**config.mk**
```make
export PLATFORM = sky130hd
export DESIGN_NAME = traffic_phase_timer
export DESIGN_NICKNAME = d
export VERILOG_FILES = /design/src/rtl/traffic_pkg.sv /design/src/rtl/tick_prescaler.sv /design/src/rtl/traffic_phase_timer.sv
export SDC_FILE = /design/constraint.sdc
export NUM_CORES = 1
export LEC_CHECK = 0
export ABC_AREA = 1
export CORE_MARGIN = 8
export CORE_UTILIZATION = 45
export CTS_CLUSTER_DIAMETER = 80
export DETAILED_ROUTE_END_ITERATION = 16
export PLACE_DENSITY = 0.83
export SETUP_SLACK_MARGIN = 0.15
export SLEW_MARGIN = 20
export SYNTH_ARGS = -nofsm -noshare
export SYNTH_HDL_FRONTEND = slang
export SYNTH_SLANG_ARGS = --single-unit
```
**constraint.sdc**
```tcl
create_clock -name clk -period 1.8 [get_ports clk]
set_clock_uncertainty 0.05 [all_clocks]
set_input_delay 0.36 -clock clk [delete_from_list [all_inputs] [get_ports clk]]
set_output_delay 0.36 -clock clk [all_outputs]
set_load 0.05 [all_outputs]
```
**src/rtl/traffic_pkg.sv**
```systemverilog
// Shared phase numbering and lamp encoding for the traffic lamp and its pacing timer.
package traffic_pkg;

  localparam int unsigned PHASE_W = 2;
  localparam int unsigned LIGHT_W = 3;

  localparam logic [PHASE_W-1:0] PH_RED    = 2'd0;
  localparam logic [PHASE_W-1:0] PH_GREEN  = 2'd1;
  localparam logic [PHASE_W-1:0] PH_YELLOW = 2'd2;

  localparam logic [LIGHT_W-1:0] RED    = 3'b100;
  localparam logic [LIGHT_W-1:0] GREEN  = 3'b010;
  localparam logic [LIGHT_W-1:0] YELLOW = 3'b001;

  // Unknown phase codes show red so the lamp never displays a permissive aspect.
  function automatic logic [LIGHT_W-1:0] phase_to_light(input logic [PHASE_W-1:0] ph);
    logic [LIGHT_W-1:0] lt;
    case (ph)
      PH_GREEN:  lt = GREEN;
      PH_YELLOW: lt = YELLOW;
      default:   lt = RED;
    endcase
    return lt;
  endfunction

endpackage

```
**src/rtl/tick_prescaler.sv**
```systemverilog
// Divides clk into a one-cycle tick every PRESCALE enabled cycles; the count freezes while en is low.
module tick_prescaler #(
  parameter int unsigned PRESCALE = 4
) (
  input  logic clk,
  input  logic rst,
  input  logic en,
  output logic tick
);

  localparam int unsigned PW = (PRESCALE > 1) ? $clog2(PRESCALE) : 1;
  localparam logic [PW-1:0] LAST = PW'(PRESCALE - 1);

  logic [PW-1:0] cnt_q;

  always_ff @(posedge clk or posedge rst) begin
    if (rst) begin
      cnt_q <= '0;
    end else if (en) begin
      cnt_q <= (cnt_q == LAST) ? '0 : cnt_q + PW'(1);
    end
  end

  assign tick = en && (cnt_q == LAST);

endmodule

```
**src/rtl/traffic_phase_timer.sv**
```systemverilog
// Lamp phase pacing: per-phase dwell counting, pedestrian green cut and lamp decode.
module traffic_phase_timer
  import traffic_pkg::*;
#(
  parameter int unsigned PRESCALE     = 4,
  parameter int unsigned RED_TICKS    = 8,
  parameter int unsigned GREEN_TICKS  = 6,
  parameter int unsigned YELLOW_TICKS = 2,
  parameter int unsigned MIN_GREEN    = 2,
  parameter int unsigned CNT_W        = 8
) (
  input  logic               clk,
  input  logic               rst,
  input  logic               en,
  input  logic               ped_req,
  output logic               ped_ack,
  output logic               step,
  output logic [PHASE_W-1:0] phase,
  output logic [LIGHT_W-1:0] light,
  output logic [CNT_W-1:0]   remaining
);

  localparam logic [CNT_W-1:0] RED_LD    = CNT_W'(RED_TICKS - 1);
  localparam logic [CNT_W-1:0] GREEN_LD  = CNT_W'(GREEN_TICKS - 1);
  localparam logic [CNT_W-1:0] YELLOW_LD = CNT_W'(YELLOW_TICKS - 1);

  logic               tick;
  logic               ped_q;
  logic               latch_q;
  logic               ped_rise;
  logic               last_tick;
  logic               green_cut;
  logic [PHASE_W-1:0] phase_d;
  logic [CNT_W-1:0]   rem_d;
  logic               step_d;
  logic               ack_d;
  logic               latch_d;

  tick_prescaler #(
    .PRESCALE(PRESCALE)
  ) u_prescaler (
    .clk (clk),
    .rst (rst),
    .en  (en),
    .tick(tick)
  );

  assign ped_rise  = ped_req & ~ped_q;
  assign last_tick = (remaining == '0);
  // Elapsed green ticks including the current one; remaining never exceeds GREEN_TICKS-1 here.
  assign green_cut = latch_q && ((GREEN_TICKS - 32'(remaining)) >= MIN_GREEN);

  // Next-state, dwell counter and request latch.
  always_comb begin
    phase_d = phase;
    rem_d   = remaining;
    step_d  = 1'b0;
    ack_d   = 1'b0;
    latch_d = latch_q | ped_rise;
    case (phase)
      PH_RED: begin
        if (tick) begin
          if (last_tick) begin
            phase_d = PH_GREEN;
            rem_d   = GREEN_LD;
            step_d  = 1'b1;
          end else begin
            rem_d = remaining - CNT_W'(1);
          end
        end
      end
      PH_GREEN: begin
        if (tick) begin
          if (last_tick || green_cut) begin
            phase_d = PH_YELLOW;
            rem_d   = YELLOW_LD;
            step_d  = 1'b1;
          end else begin
            rem_d = remaining - CNT_W'(1);
          end
        end
      end
      PH_YELLOW: begin
        if (tick) begin
          if (last_tick) begin
            phase_d = PH_RED;
            rem_d   = RED_LD;
            step_d  = 1'b1;
            ack_d   = latch_q;
            // Serving the request also swallows an edge arriving in the same cycle.
            if (latch_q) latch_d = 1'b0;
          end else begin
            rem_d = remaining - CNT_W'(1);
          end
        end
      end
      default: begin
        phase_d = PH_RED;
        rem_d   = RED_LD;
      end
    endcase
  end

  always_ff @(posedge clk or posedge rst) begin
    if (rst) begin
      phase     <= PH_RED;
      remaining <= RED_LD;
      step      <= 1'b0;
      ped_ack   <= 1'b0;
      latch_q   <= 1'b0;
      ped_q     <= 1'b0;
    end else begin
      phase     <= phase_d;
      remaining <= rem_d;
      step      <= step_d;
      ped_ack   <= ack_d;
      latch_q   <= latch_d;
      ped_q     <= ped_req;
    end
  end

  assign light = phase_to_light(phase);

endmodule

```
Word level (Yosys, flattened, before mapping):

Index checks and enable logic that the tools add are counted.

* input port bits: 4
* output and inout port bits: 15
* bits in registers: 16
* word-level logic and storage cells: 59

* $add $sub $neg: 3
* equality and inequality tests: 9
* reduce and logical (&&, ||, !) cells: 8
* magnitude comparators: 1
* multiplexer cells: 28
* bitwise logic cells: 3

Operators with widths (number)
* $mux 8: 6
* $ge 32x2->1 const B: 1
* $pmux 8 s3: 1
* $mux 2: 7
* $ne 2x2->1 const B: 6
* $mux 1: 11
* $sub 3x8->9 const A: 1
* $logic_not 8->1: 1
* $sub 8x1->8 const B: 1
* $pmux 2 s3: 1
* $pmux 3 s2: 1
* $reduce_and 6->1: 1
* $eq 2x2->1 const B: 2
* $reduce_and 3->1: 1
* $add 2x1->2 const B: 1
* $eq 2x1->1 const B: 1
* $logic_and 1x1->1: 2
* $logic_not 2->1: 1
* $pmux 1 s2: 1
* $reduce_or 2->1: 1
* $and 1x1->1: 1
* $logic_or 1x1->1: 1
* $not 1->1: 1
* $or 1x1->1: 1

Depth between registers and ports, before layout:

* depth after elaboration: 7
* gate-level depth with buffers: 11
* gate-level depth less buffers: 11

Cells and area by module:

Synthesis repeated with hierarchy kept, for this count alone.

* cells, all modules: 130
* area, all modules: 1051.0 um2

Modules (own cells, without submodules)
* traffic_phase_timer: cells each 116, sequential area each 354.1 um2, times used 1, area an instance 947.2 um2
* tick_prescaler: cells each 14, sequential area each 50.0 um2, times used 1, area an instance 103.8 um2

Worst setup path before layout:

No wires, ideal clock.

* kind: register to register
* from: reg phase[1]
* to: reg phase[0]
* period minus slack after synthesis: 2.097 ns
* arrival: 1.970 ns
* library setup time: 0.076 ns
* setup slack: -0.297 ns
* cell stages (with the launch flop): 8
* buffers on the path: 0
* required time: 1.674 ns
* path through: dfrtp_1 > ha_1 > nor2_1 > a21oi_2 > inv_2 > nand3_2 > nand2_1 > o21ai_1

* longest elaborated chain between the ends: 3
* elaborated cells between the ends (all ways): 11
* those cells by class: 8 x eq/ne; 1 x mux; 2 x reduce/logical

RTL lines
* start: declaration: line traffic_phase_timer.sv:18 `output logic [PHASE_W-1:0] phase,`
* start signal: assignment: line traffic_phase_timer.sv:113 `phase <= phase_d;`
* $eq 2x1->1 (tied with other cells): line traffic_phase_timer.sv:60 `case (phase)`
* $ne 2x2->1 (no line)
* $reduce_and 6->1 (no line)

Parallel ways exist; a longest one is shown, timed or not.
A chain may end at the register's enable or synchronous reset.

Final worst setup path:

* from: reg remaining[0]
* to: reg remaining[1]

* longest elaborated chain between the ends: 7
* elaborated cells between the ends (all ways): 13
* those cells by class: 2 x add/sub; 1 x order compare; 7 x mux; 3 x reduce/logical

RTL lines
* start: declaration: line traffic_phase_timer.sv:20 `output logic [CNT_W-1:0] remaining`
* start signal: assignment: line traffic_phase_timer.sv:114 `remaining <= rem_d;`
* $sub 3x8->9: line traffic_phase_timer.sv:51 `assign green_cut = latch_q && ((GREEN_TICKS - 32'(remaining)) >= MIN_GREEN);`
* $ge 32x2->1: line traffic_phase_timer.sv:51
* $logic_and 1x1->1: line traffic_phase_timer.sv:51
* $logic_or 1x1->1: line traffic_phase_timer.sv:74 `if (last_tick || green_cut) begin`
* $mux 8: line traffic_phase_timer.sv:74
* $mux 8: line traffic_phase_timer.sv:73 `if (tick) begin`
* $pmux 8 s3 *: line traffic_phase_timer.sv:60

Mark *: on every way between the ends. The rest lies on a longest branch, timed or not. The select of a mux whose other input is x is not followed.

==> metrics <==
n_diodes=0; IO Count=19; fin crit share=1.02; sequential share of the synthesized area=0.381; Synth top area share=0.307; worst slew pin tran=a little under 300 ps; syn avg cell area=about 8.8 µm²; RSZ-0062 raised after global routing=yes; DP Cell Count=between 150 and 200; Worst setup endpoint=remaining[1]; clk sinks=16; clock root buffer=clkbuf_4; area leader, netlist=dfrtp_1; Setup CP Type=flop to flop; R2R Setup Slk=-40 ps; Peak Freq=543 MHz; grt total ovfl=0; number of global-route vias before repair=about 1,000; first-pass GRT wire length=4600 µm; outcome=complete, but fails checks; aggregate global-route resource usage=0.136; minimum clock period=roughly 1800 ps; Post-Synthesis Cells=approximately 120; die area=4170 µm²; Post-Place Setup Slack=-7.07 ps; fin. max-slew vios=0; routed wire length=between 3000 and 4000 µm; die width=64.6 µm; H-tree depth=1; CTS buffer count=3; ys flop type=dfrtp_1; Area contributors post-synth=dfrtp_1 (31%), ha_1 (9.4%), dfstp_2 (7.4%); Netlist cell types=27; antenna violations before repair=0; Initial Util=0.480; CTS max path bufs=2; CP startpoint kind=flop; Syn Nets=around 130; hpwl dp=between 1500 and 2000 µm; Post-synth EDFFs=0; Core Area=approximately 2200 µm²; post-route core utilization=0.777; Worst Setup End Kind=flop; Post-synth ARST share=1.00; most frequent cell after synthesis=nand2_1; path depth of the worst reg2reg path=10; DRC viols=0; # rows=17; vias=1,059; largest net degree at the start of global routing=10; final worst slack=-40.1 ps; RR Startpoint=remaining[0]; worst setup path start=remaining[0]; Max Fanout on Critical Path=4; Die Span Y=~65 µm; number of fill cells=between 100 and 150; DR iter-0 viols=57; max-cap viol count=0; WHS=255 ps; Yosys warning total=0; final setup vio count=4; count of final hold-check violations=0; post-detailed-route wirelength per cell=16.8 µm; clock-pin slew on the worst setup and hold paths=~100 ps; non-filler cells, final=194; Synth Register Bits=16; drt pass-1 iters=4; area growth from synthesis to layout=61.9%; failing checks=setup timing; CP arrival=2020 ps; hold buffer count at cts=0; Worst R2R End=remaining[1]; Port Buffers=18; vias per cell=between 5 and 6; later-pin clock latency in the skew report=300 ps; post-route ant nets=0; layout cells sized above 1=0.590; GPL Wtd Cong=0.882; CTS tree=done; CP required=~2000 ps; mapped cell area=roughly 1100 µm²; Hold Path Class=input pin to async pin; Slew HR=0.807; Synth top cells by count=nand2_1 (17), inv_1 (14), dfrtp_1 (13); Final Net Count=~180
-- registers in the layout, indices dropped and copies added (netlist names) --
| register | cells |
|---|---|
| step | 1 |
| phase | 2 |
| ped_ack | 1 |
| remaining | 8 |
| ped_q | 1 |
| latch_q | 1 |
| u_prescaler.cnt_q | 2 |
-- kinds of logic (layout without fill, tap and decap cells) --
kind of cell	after synthesis	count (layout)	share of synthesized area
mux	1	1	0.0106
xor+xnor	6	6	0.0495
buf+inv	21	66	0.0778
compound gates	17	17	0.0873
simple gates	52	52	0.300
fa+ha+maj	8	8	0.0943
flops	16	16	0.381
-- worst min-delay path by stage --
stage / start / to / slack (ps) / cells past startpoint
6_report: rst / ped_ack / 250 / 2
5_1_grt: rst / latch_q / 290 / 2
4_1_cts: rst / u_prescaler.cnt_q[0] / 260 / 2
3_5_place_dp: u_prescaler.cnt_q[0] / u_prescaler.cnt_q[0] / 410 / 1
3_3_place_gp: u_prescaler.cnt_q[0] / u_prescaler.cnt_q[0] / 400 / 1
2_1_floorplan: rst / latch_q / 220 / 1
-- stage by stage --
stage | setup TNS, ps | area, µm²
finish | -67.1 | 1720
global route | -728 | 1720
CTS | -18.2 | 1580
floorplan | 0 | 1130
detailed placement | -7.07 | 1410
global placement | 0 | 1410
-- cell usage in the layout (no fill, tap or decap), drive strengths merged --
cell           instances
dfstp                  3
mux2                   1
nand4                  2
nand2                 22
clkinv                 1
ha                     8
a21oi                  9
o21ai                  8
dfrtp                 13
nand2b                 1
and3                   1
clkbuf                 4
clkinvlp               1
buf                   39
xor2                   6
nor3                   1
nor2                  15
nand3                 10
clkdlybuf4s50          3
inv                   18
-- what timing repair did --
| item | in CTS | in global routing |
|---|---|---|
| pin swaps | 10 | 11 |
| setup endpoints to repair | 13 | 15 |
| buffers inserted | 11 | 9 |
| gates resized for setup | 14 | 15 |
-- metal layers --
| metal | vias up | track usage | share of wire | wire (µm) |
|---|---|---|---|---|
| li1 | 480 | - | - | - |
| met1 | 523 | 0.149 | 0.40 | 1290 |
| met2 | 43 | 0.248 | 0.52 | 1700 |
| met3 | 13 | 0.0378 | 0.053 | 172 |
| met4 | 0 | 0.0409 | 0.027 | 87 |
| met5 | - | 0 | 0 | 0 |
-- layout make-up --
| class | count | area [µm²] | share of cell area |
|---|---|---|---|
| Multi-Input combinational cell | 84 | 727 | 0.423 |
| Timing Repair Buffer | 42 | 417 | 0.243 |
| Sequential cell | 16 | 414 | 0.241 |
| Inverter | 20 | 88.8 | 0.0517 |
| Clock buffer | 4 | 36.3 | 0.0211 |
| Tap cell | 28 | 35.0 | 0.0204 |
-- critical path: stages, from the launching register on --
cell,delay [ps]
dfstp_4,660
inv_6,50
ha_4,270
nand2_2,50
nor2_2,80
nand3_2,90
nand2_4,100
nand3_4,110
nand2_2,100
nand2_2,60
a21oi_2,150
Power is left out: the tool's default activity adds up to more than one toggle a clock period on the data nets, which glitch-free logic cannot reach.
